==> src/rtl/dau_stream_formatter.sv <==
// dau_stream_formatter: reads one BCDU register with a single SHR instruction
// and turns the streamed BCD digits into DAU display symbols (minus, leading
// zero suppression, decimal comma, optional fraction-zero trim), buffered in a
// small two-write symbol FIFO. Loopback symbols are forwarded while idle.

`ifndef DAU_SYM_WIDTH
`define DAU_SYM_WIDTH 5
`endif
`ifndef DAU_SYM_INVALID
`define DAU_SYM_INVALID 5'h00
`endif
`ifndef DAU_SYM_COMMA
`define DAU_SYM_COMMA 5'h0C
`endif
`ifndef DAU_SYM_MINUS
`define DAU_SYM_MINUS 5'h0D
`endif
`ifndef BCDU_OP_SHR
`define BCDU_OP_SHR 4'hA
`endif
`ifndef BCDU_NUM_FLAGS
`define BCDU_NUM_FLAGS 4
`endif
`ifndef BCDU_TF
`define BCDU_TF 0
`endif

module dau_stream_formatter #(
  parameter int NUM_DIGITS  = 8,
  parameter int COMMA_WIDTH = $clog2(NUM_DIGITS),
  parameter int FIFO_DEPTH  = NUM_DIGITS + 2
) (
  input  logic                       i_clk,
  input  logic                       i_rst_n,
  input  logic                       i_loopback_en,
  input  logic [`DAU_SYM_WIDTH-1:0]  i_lb_symbol,
  input  logic                       i_lb_valid,
  output logic                       o_lb_ready,
  input  logic                       i_stream_start,
  input  logic                       i_sign,
  input  logic [COMMA_WIDTH-1:0]     i_comma,
  input  logic                       i_trim_en,
  input  logic [3:0]                 i_bcdu_addr,
  output logic [15:0]                o_bcdu_instr,
  output logic                       o_bcdu_instr_valid,
  input  logic                       i_bcdu_instr_ready,
  input  logic [3:0]                 i_bcdu_digit,
  input  logic                       i_bcdu_digit_valid,
  input  logic [`BCDU_NUM_FLAGS-1:0] i_bcdu_flags,
  output logic [`DAU_SYM_WIDTH-1:0]  o_symbol,
  output logic                       o_symbol_valid,
  input  logic                       i_symbol_ready,
  output logic                       o_busy,
  output logic                       o_stream_done,
  output logic                       o_err
);

  localparam int SYM_W = `DAU_SYM_WIDTH;
  localparam int DW    = $clog2(NUM_DIGITS);
  localparam int PW    = $clog2(FIFO_DEPTH);
  localparam int CW    = $clog2(FIFO_DEPTH + 1);

  if (FIFO_DEPTH < NUM_DIGITS + 2) begin : g_depthCheck
    $error("dau_stream_formatter: FIFO_DEPTH must be at least NUM_DIGITS+2");
  end

  typedef enum logic [2:0] {IDLE, ISSUE, STREAM, DRAIN, FLUSH, DONE} state_t;

  state_t            state_q, state_d;
  logic              sign_q, sign_d;
  logic              trim_q, trim_d;
  logic [3:0]        addr_q, addr_d;
  logic [DW-1:0]     c_q, c_d;
  logic [DW-1:0]     d_q, d_d;
  logic              gotMsd_q, gotMsd_d;
  logic              err_q, err_d;

  logic [SYM_W-1:0]  mem_q [FIFO_DEPTH];
  logic [PW-1:0]     wrPtr_q, wrPtr_d, rdPtr_q, wrPtrNext;
  logic [CW-1:0]     count_q, count_d, freeSlots;

  logic              push0, push1, pop, full, stopEmit;
  logic [SYM_W-1:0]  push0Sym, push1Sym, digitSym;
  logic              digitBad, tfFlag, lbReady, instrValid, unusedFlags;

  function automatic logic [PW-1:0] ptrInc(input logic [PW-1:0] p);
    return (p == PW'(FIFO_DEPTH - 1)) ? '0 : p + PW'(1);
  endfunction

  assign digitSym    = {{(SYM_W-4){1'b1}}, i_bcdu_digit};
  assign digitBad    = i_bcdu_digit > 4'd9;
  assign tfFlag      = i_bcdu_flags[`BCDU_TF];
  assign unusedFlags = ^i_bcdu_flags;

  assign full      = count_q == CW'(FIFO_DEPTH);
  assign freeSlots = CW'(FIFO_DEPTH) - count_q;
  assign pop       = (count_q != '0) && i_symbol_ready;
  assign wrPtrNext = ptrInc(wrPtr_q);
  assign wrPtr_d   = push1 ? ptrInc(wrPtrNext) : (push0 ? wrPtrNext : wrPtr_q);
  assign count_d   = count_q + CW'(push0) + CW'(push1) - CW'(pop);

  assign o_symbol           = (count_q != '0) ? mem_q[rdPtr_q] : `DAU_SYM_INVALID;
  assign o_symbol_valid     = count_q != '0;
  assign o_lb_ready         = lbReady;
  assign o_bcdu_instr_valid = instrValid;
  assign o_bcdu_instr       = (state_q == ISSUE) ?
                              {`BCDU_OP_SHR, addr_q, 2'b00, 6'(NUM_DIGITS)} : 16'h0000;
  assign o_busy             = state_q != IDLE;
  assign o_stream_done      = state_q == DONE;
  assign o_err              = err_q;

  // Sequencing and symbol generation: decides what to push this cycle and where to go next.
  always_comb begin
    state_d    = state_q;
    sign_d     = sign_q;
    trim_d     = trim_q;
    addr_d     = addr_q;
    c_d        = c_q;
    d_d        = d_q;
    gotMsd_d   = gotMsd_q;
    err_d      = err_q;
    push0      = 1'b0;
    push0Sym   = '0;
    push1      = 1'b0;
    push1Sym   = '0;
    lbReady    = 1'b0;
    instrValid = 1'b0;
    stopEmit   = 1'b0;
    unique case (state_q)
      IDLE: begin
        if (i_stream_start) begin
          sign_d  = i_sign;
          trim_d  = i_trim_en;
          addr_d  = i_bcdu_addr;
          c_d     = (int'(i_comma) >= NUM_DIGITS) ? DW'(NUM_DIGITS - 1) : DW'(i_comma);
          err_d   = 1'b0;
          state_d = ISSUE;
        end else begin
          lbReady = i_loopback_en && !full;
          if (i_lb_valid && lbReady) begin
            push0    = 1'b1;
            push0Sym = i_lb_symbol;
          end
        end
      end
      ISSUE: begin
        instrValid = freeSlots >= CW'(NUM_DIGITS + 2);
        if (instrValid && i_bcdu_instr_ready) begin
          push0    = sign_q;
          push0Sym = `DAU_SYM_MINUS;
          d_d      = DW'(NUM_DIGITS - 1);
          gotMsd_d = 1'b0;
          state_d  = STREAM;
        end
      end
      STREAM: begin
        if (i_bcdu_digit_valid) begin
          if (digitBad) begin
            push0    = 1'b1;
            push0Sym = `DAU_SYM_INVALID;
            err_d    = 1'b1;
            gotMsd_d = 1'b1;
          end else if (d_q > c_q) begin
            push0    = gotMsd_q || (i_bcdu_digit != 4'd0);
            push0Sym = digitSym;
            if (i_bcdu_digit != 4'd0) gotMsd_d = 1'b1;
          end else if (d_q == c_q) begin
            push0    = 1'b1;
            push0Sym = digitSym;
          end else if (trim_q && (i_bcdu_digit == 4'd0) && !tfFlag) begin
            stopEmit = 1'b1;
          end else begin
            push0    = 1'b1;
            push0Sym = digitSym;
          end
          if ((d_q == c_q) && (c_q != '0)) begin
            if (trim_q && !tfFlag) begin
              stopEmit = 1'b1;
            end else begin
              push1    = 1'b1;
              push1Sym = `DAU_SYM_COMMA;
            end
          end
          d_d = d_q - DW'(1);
          if (d_q == '0) state_d = FLUSH;
          else if (stopEmit) state_d = DRAIN;
        end
      end
      DRAIN: begin
        if (i_bcdu_digit_valid) begin
          d_d = d_q - DW'(1);
          if (d_q == '0) state_d = FLUSH;
        end
      end
      FLUSH: begin
        if (count_q == '0) state_d = DONE;
      end
      DONE: begin
        state_d = IDLE;
      end
      default: state_d = IDLE;
    endcase
  end

  // Control registers: FSM state, latched stream parameters, digit index and error flag.
  always_ff @(posedge i_clk or negedge i_rst_n) begin
    if (!i_rst_n) begin
      state_q  <= IDLE;
      sign_q   <= 1'b0;
      trim_q   <= 1'b0;
      addr_q   <= '0;
      c_q      <= '0;
      d_q      <= '0;
      gotMsd_q <= 1'b0;
      err_q    <= 1'b0;
    end else begin
      state_q  <= state_d;
      sign_q   <= sign_d;
      trim_q   <= trim_d;
      addr_q   <= addr_d;
      c_q      <= c_d;
      d_q      <= d_d;
      gotMsd_q <= gotMsd_d;
      err_q    <= err_d;
    end
  end

  // Symbol FIFO storage: up to two writes and one read per cycle.
  always_ff @(posedge i_clk or negedge i_rst_n) begin
    if (!i_rst_n) begin
      for (int i = 0; i < FIFO_DEPTH; i++) mem_q[i] <= '0;
      wrPtr_q <= '0;
      rdPtr_q <= '0;
      count_q <= '0;
    end else begin
      if (push0) mem_q[wrPtr_q] <= push0Sym;
      if (push1) mem_q[wrPtrNext] <= push1Sym;
      wrPtr_q <= wrPtr_d;
      rdPtr_q <= pop ? ptrInc(rdPtr_q) : rdPtr_q;
      count_q <= count_d;
    end
  end

endmodule

==> config.mk <==
export PLATFORM = sky130hd
export DESIGN_NAME = dau_stream_formatter
export DESIGN_NICKNAME = d
export VERILOG_FILES = /design/src/rtl/dau_stream_formatter.sv
export SDC_FILE = /design/constraint.sdc
export NUM_CORES = 1
export LEC_CHECK = 0
export ABC_CLOCK_PERIOD_IN_PS = 8100
export CORE_MARGIN = 1
export CORE_UTILIZATION = 62
export CTS_CLUSTER_DIAMETER = 40
export CTS_CLUSTER_SIZE = 28
export DETAILED_ROUTE_END_ITERATION = 12
export PLACE_DENSITY_LB_ADDON = 0.12
export SLEW_MARGIN = 20
export SYNTH_ARGS = -nofsm -noshare
export SYNTH_HDL_FRONTEND = slang
export SYNTH_SLANG_ARGS = --single-unit
==> constraint.sdc <==
create_clock -name i_clk -period 8.1 [get_ports i_clk]
set_clock_uncertainty 0.05 [all_clocks]
set_input_delay 0.81 -clock i_clk [delete_from_list [all_inputs] [get_ports i_clk]]
set_output_delay 0.81 -clock i_clk [all_outputs]
set_load 0.01 [all_outputs]
==> impl_metrics.yaml, run 1 <==
run_status:
  status: "finished clean"
routing:
  antenna_left: 0
  drc: 0
  drt_iter0_drc: 240
  routed_wire_length_per_instance_um: 18.9
  vias_per_cell: 6.21
  routed-via-count: 3976
  dr.pass1.iters: 5
  wirelength_um: 12100
logic_synthesis:
  synth.top_cells.by_count: "dfrtp_1 (79), nand2_1 (77), mux2i_1 (60)"
  ys_ff_latch: 79
  synth-main-ff-cell: "dfrtp_1"
  syn-cell-area_um2: 5160
  synth_top_area_share: 0.383
  synthTopCellsByArea: "dfrtp_1 (38%), mux2i_1 (12%), nand2_1 (5.6%), mux4_2 (4.4%), ha_1 (3.4%)"
  syn_inst: 504
  ys_types: 65
  synth_edf_count: 0
  syn_avg_cell_area_um2: 10.2
  yosys.area.top_type: "dfrtp_1"
  yosysMostFrequentCell: "dfrtp_1"
  async_flop_share: 1.00
  ys_seq_area_frac: 0.383
  yosysWarningCount: 0
global_routing:
  grt_pass1_vias: 3987
  overflow: 0
  grt_pass1_wl_um: 19800
  grt_antenna_before_repair: 0
  grt_max_degree: 80
  gr-usage-all-layers: 0.298
cts:
  cts_tree: "built"
  cts_setup_buffers: 0
  cts_root_buffer: "clkbuf_8"
  clock_path_buffers: 2
  cts_resized: 0
  cts_hold_repair.buffers: 0
  clock_sinks: 79
  clock_latency_ns: 0.35
  cts_buffers: 9
  htree_levels: 3
  clkTransAtPathRegs_ns: 0.08
power:
  cellPowerDensity_nw_per_um2: 332
  p_leak_nw: 2.51
  p_total_mw: 1.92
  ir_drop_mv: 0.200
sta:
  finalCritPeriodShare: 0.463
  grt_setup_unrepaired: "false"
  hold_viol_final: 0
  setup_slack_ns: 4.35
  timing.slew.headroom: 0.281
  finalCriticalPeriod_ns: 3.75
  setup_violations: 0
  timing.fmax_mhz: 267
  worstMarginPinSlew_ns: 1.07
  tns_ns: 0
  maxSlewViolCount: 0
placement:
  place.gp.congestion: 0.872
  dp_slack_ns: 3.99
  dp_hpwl_um: 8650
  port_buffers: 44
  place_inst: 623
layout:
  multi_input_area_um2: 2900
  post-route-util: 0.733
  regArea_um2: 1980
  fillers: 554
  drive_gt1_frac: 0.108
  num_antenna_cells: 0
  finalNonFillerCells: 640
  final_nets: 579
  area_growth_pct: 12.1
die:
  start_util: 0.654
  die_y_um: 93.2
  coreArea_um2: 7890
  die_w_um: 93.2
  core.rowCount: 32
  io_pins: 57
  die-area_um2: 8690
setup_path:
  cp_max_fo: 7
  crit_type: "input port to flip-flop"
  required_ns: 8.29
  critical_path_arrival_ns: 3.94
  reg2reg_depth: 9
  critPathCaptureType: "flip-flop"
  cp-start-kind: "input port"
min_path:
  hp-class: "input port to async pin"
flow_run:
  drv_cap: 0
critical path, stage by stage:
cell and delay, ns:
clkdlybuf4s50_1 0.52, nand4bb_1 0.40, nor2_1 0.29, or2_1 0.47, nor3_2 0.14, ha_1 0.32, fa_1 0.41, fa_1 0.40
xor2_1 0.17
flip-flops by register name (all words and copies together) (netlist names):
register / cells
wrPtr_q: 4
rdPtr_q: 4
count_q: 4
c_q: 3
mem_q: 50
addr_q: 4
gotMsd_q: 1
sign_q: 1
d_q: 3
state_q: 3
o_err: 1
trim_q: 1
cell type report:
| cell class | count | share of cell area |
|---|---|---|
| multi-input combinational | 375 | 0.501 |
| sequential | 79 | 0.342 |
| timing repair buffer | 49 | 0.0857 |
| clock buffer | 10 | 0.0221 |
| tap | 102 | 0.0221 |
| clock inverter | 6 | 0.0145 |
| inverter | 19 | 0.0123 |
path summary, 6_finish.rpt:
kind	startpoint	endpoint	slack, ns
setup / recovery	i_bcdu_digit_valid	count_q[2]	4.35
hold / removal	i_rst_n	count_q[3]	0.36
setup reg to reg	count_q[1]	count_q[2]	4.53
hold reg to reg	trim_q	trim_q	0.42
max in group asynchronous	i_rst_n	mem_q[31]	7.04
min in group i_clk	trim_q	trim_q	0.42
through the flow:
stage | cell area (µm²) | hold slack (ns)
6_report | 5780 | 0.356
5_1_grt | 5780 | 0.387
4_1_cts | 5750 | 0.425
3_5_place_dp | 5540 | 0.404
3_3_place_gp | 5540 | 0.400
2_1_floorplan | 5190 | 0.387
metal layers:
layer | wire length (µm) | vias to the layer above | track usage
li1 | - | 1848 | -
met1 | 5380 | 1997 | 0.403
met2 | 5930 | 116 | 0.486
met3 | 600 | 15 | 0.0610
met4 | 165 | 0 | 0.0897
met5 | 0 | - | 0
cells by family (layout without fill, tap and decap cells):
logic type               count (synthesis)  after routing  synth area share
buffers and inverters                   58             84            0.0609
AND/OR/NAND/NOR                        183            183             0.191
other                                    1              9          0.000727
flip-flops                              79             79             0.383
adder cells (fa/ha/maj)                 16             16            0.0417
XOR/XNOR                                 9              9            0.0153
multiplexers                            72             72             0.164
AO/OA/AOI/OAI                           86             86             0.143
power by group:
group          internal, mW  leakage, nW  switching (mW)
clock network         0.173        0.110           0.153
registers             0.526         1.04           0.139
logic                 0.396         1.36           0.533
total                  1.10         2.51           0.825
cells in the final DEF (no fill, tap or decap), types with 3 or more instances in the layout:
master / netlist / layout
xnor2_1: 3 / 3
and2_1: 13 / 13
nor3_1: 6 / 6
nand2_1: 77 / 77
mux4_2: 10 / 10
nand2b_1: 4 / 4
a31oi_4: 5 / 5
o22ai_1: 6 / 6
inv_1: 19 / 19
a31oi_1: 13 / 13
o21ai_0: 22 / 22
o311ai_4: 5 / 5
clkdlybuf4s50_1: 0 / 43
clkbuf_8: 0 / 9
a21oi_1: 12 / 12
dfrtp_1: 79 / 79
nand3_1: 14 / 14
a21o_1: 3 / 3
conb_1: 1 / 9
o21ai_1: 5 / 5
clkinv_2: 0 / 3
ha_1: 14 / 14
buf_4: 12 / 5
and3_1: 7 / 7
nor2_1: 22 / 22
nor2b_1: 12 / 11
mux2i_1: 60 / 60
xor2_1: 6 / 6
nor3b_1: 3 / 3
(Power assumes the default switching activity.)
==> run 2: changes to the inputs <==
--- a/config.mk
+++ b/config.mk
@@ -5,9 +5,9 @@
 export SDC_FILE = /design/constraint.sdc
 export NUM_CORES = 1
 export LEC_CHECK = 0
-export ABC_CLOCK_PERIOD_IN_PS = 8100
+export ABC_CLOCK_PERIOD_IN_PS = 3200
 export CORE_MARGIN = 1
-export CORE_UTILIZATION = 62
+export CORE_UTILIZATION = 52
 export CTS_CLUSTER_DIAMETER = 40
 export CTS_CLUSTER_SIZE = 28
 export DETAILED_ROUTE_END_ITERATION = 12
==> constraint.sdc (replaced) <==
create_clock -name i_clk -period 3.2 [get_ports i_clk]
set_clock_uncertainty 0.05 [all_clocks]
set_input_delay 0.32 -clock i_clk [delete_from_list [all_inputs] [get_ports i_clk]]
set_output_delay 0.32 -clock i_clk [all_outputs]
set_load 0.01 [all_outputs]
==> run 2 against run 1 <==
  * Combinational power grew to 2.7 times the previous value
  * Power grew to 2.6 times the previous value
  * Via count grew 0.20%
  * Core utilization shrank 9.3 points
  * Final area grew 4.3%
==> impl_metrics.yaml, run 2 (same netlist as run 1, synthesis figures left out) <==
run_status:
  status: "finished clean"
setup_path:
  cp_max_fo: 5
  cp-start-kind: "flip-flop"
  crit_type: "flip-flop to flip-flop"
  crit_slowest_cell: "dfrtp_2"
  required_ns: 3.40
  critical_path_arrival_ns: 3.28
  critPathCaptureType: "flip-flop"
  crit_family: "adder cells"
  worst-path-buf-inv: 0
  path_cells: "ha_1 > xor2_1 > or3b_4 > and4_1 > nor3_2 > ha_1 > fa_1 > fa_1 > xor2_1"
  crit_path_start: "count_q[1]"
  crit_path_max_incr_delay_ns: 0.44
  reg2reg_from: "count_q[1]"
sta:
  timing.slew.headroom: 0.502
  setup_violations: 0
  setup_slack_ns: 0.116
  grt_setup_unrepaired: "false"
  finalCriticalPeriod_ns: 3.08
  finalCritPeriodShare: 0.964
  worstMarginPinSlew_ns: 0.746
  hold_viol_final: 0
  tns_ns: 0
  maxSlewViolCount: 0
  timing.fmax_mhz: 324
routing:
  wirelength_um: 12300
  antenna_left: 0
  dr.pass1.iters: 4
  vias_per_cell: 5.72
  drc: 0
  drt_iter0_drc: 188
  routed-via-count: 3984
  routed_wire_length_per_instance_um: 17.6
layout:
  final_cell_mix: "dfrtp_1 (78), nand2_1 (77), mux2i_1 (60), clkdlybuf4s50_1 (43), buf_4 (34)"
  regArea_um2: 1980
  final_nets: 609
  drive_gt1_frac: 0.155
  largest-register: "mem_q"
  area_growth_pct: 16.9
  layout_commonest_cell: "dfrtp_1"
  multi_input_area_um2: 2900
  fillers: 791
  largest_reg_flops: 50
  num_antenna_cells: 0
die:
  die_w_um: 102
  coreArea_um2: 9420
  die_y_um: 102
  io_pins: 57
  start_util: 0.548
  die-area_um2: 10300
  core.rowCount: 35
placement:
  place.gp.congestion: 0.824
  port_buffers: 44
  dp_hpwl_um: 8990
  dp_slack_ns: 0.0559
min_path:
  hp-class: "flip-flop to flip-flop"
  hold_start: "trim_q"
flow_run:
  drv_cap: 0
global_routing:
  grt_antenna_before_repair: 0
  gr-usage-all-layers: 0.257
  overflow: 0
  grt_pass1_vias: 3961
  grt_pass1_wl_um: 19800
  grt_max_degree: 80
cts:
  clock_sinks: 79
  cts_tree: "built"
  htree_levels: 3
  cts_root_buffer: "clkbuf_8"
  clock_latency_ns: 0.36
  cts_buffers: 9
  clock_path_buffers: 2
  clkTransAtPathRegs_ns: 0.08
power:
  cellPowerDensity_nw_per_um2: 832
  p_leak_nw: 2.65
  ir_drop_mv: 0.463
run 2: changes by cell type in the layout (fill, tap and decap cells not counted), moves of 2 or more:
cell / delta
buf_4: +29
clkinv_2: -3
clkbuf_8: +2
clkinv_4: +2
run 2: final cells by class:
cell class,count,share of cell area
inverter,19,0.0118
clock inverter,5,0.0106
tap,129,0.0268
multi-input combinational,375,0.480
sequential,79,0.328
timing repair buffer,79,0.117
clock buffer,11,0.0251
run 2: worst paths after layout:
check / to / slack [ns] / depth (start not counted)
min in group asynchronous: mem_q[1] / 0.50 / 2
max reg2reg: count_q[2] / 0.12 / 9
min: trim_q / 0.43 / 2
max: count_q[2] / 0.12 / 9
min reg2reg: trim_q / 0.43 / 2
max in group asynchronous: count_q[1] / 2.07 / 2
run 2: per-stage QoR:
step / utilization / hold slack, ns / instances / power (mW) / area (µm²)
2_1_floorplan: - / -0.0256 / 512 / 3.42 / 5190
3_3_place_gp: 0.615 / 0.400 / 679 / 4.10 / 5790
3_5_place_dp: 0.615 / 0.411 / 679 / 4.20 / 5790
4_1_cts: 0.638 / 0.113 / 695 / 5.02 / 6010
5_1_grt: 0.640 / 0.467 / 697 / 5.37 / 6030
6_report: 0.640 / 0.426 / 697 / 5.02 / 6030
run 2: worst min-delay path: cells and delay by family, from the launching register on:
family / cells / cell delay (ns)
flops: 1 / 0.34
simple gates: 2 / 0.11
run 2: layer usage:
metal / share of wire / track usage / vias to the layer above / wire, µm
li1: - / - / 1904 / -
met1: 0.43 / 0.322 / 1928 / 5270
met2: 0.50 / 0.454 / 137 / 6190
met3: 0.050 / 0.0428 / 15 / 617
met4: 0.015 / 0.0780 / 0 / 184
met5: 0 / 0 / - / 0
run 2: report_power, final:
group	internal [mW]	switching, mW
combinational	1.15	1.38
sequential	1.33	0.340
clock	0.409	0.403
total	2.89	2.12
run 2: what timing repair did:
item | CTS | global route
hold buffers | 0 | 1
gates resized for setup | 0 | 1
endpoints found under the setup margin | 0 | 2
buffers inserted | 0 | 1
hold endpoints to repair | 0 | 4
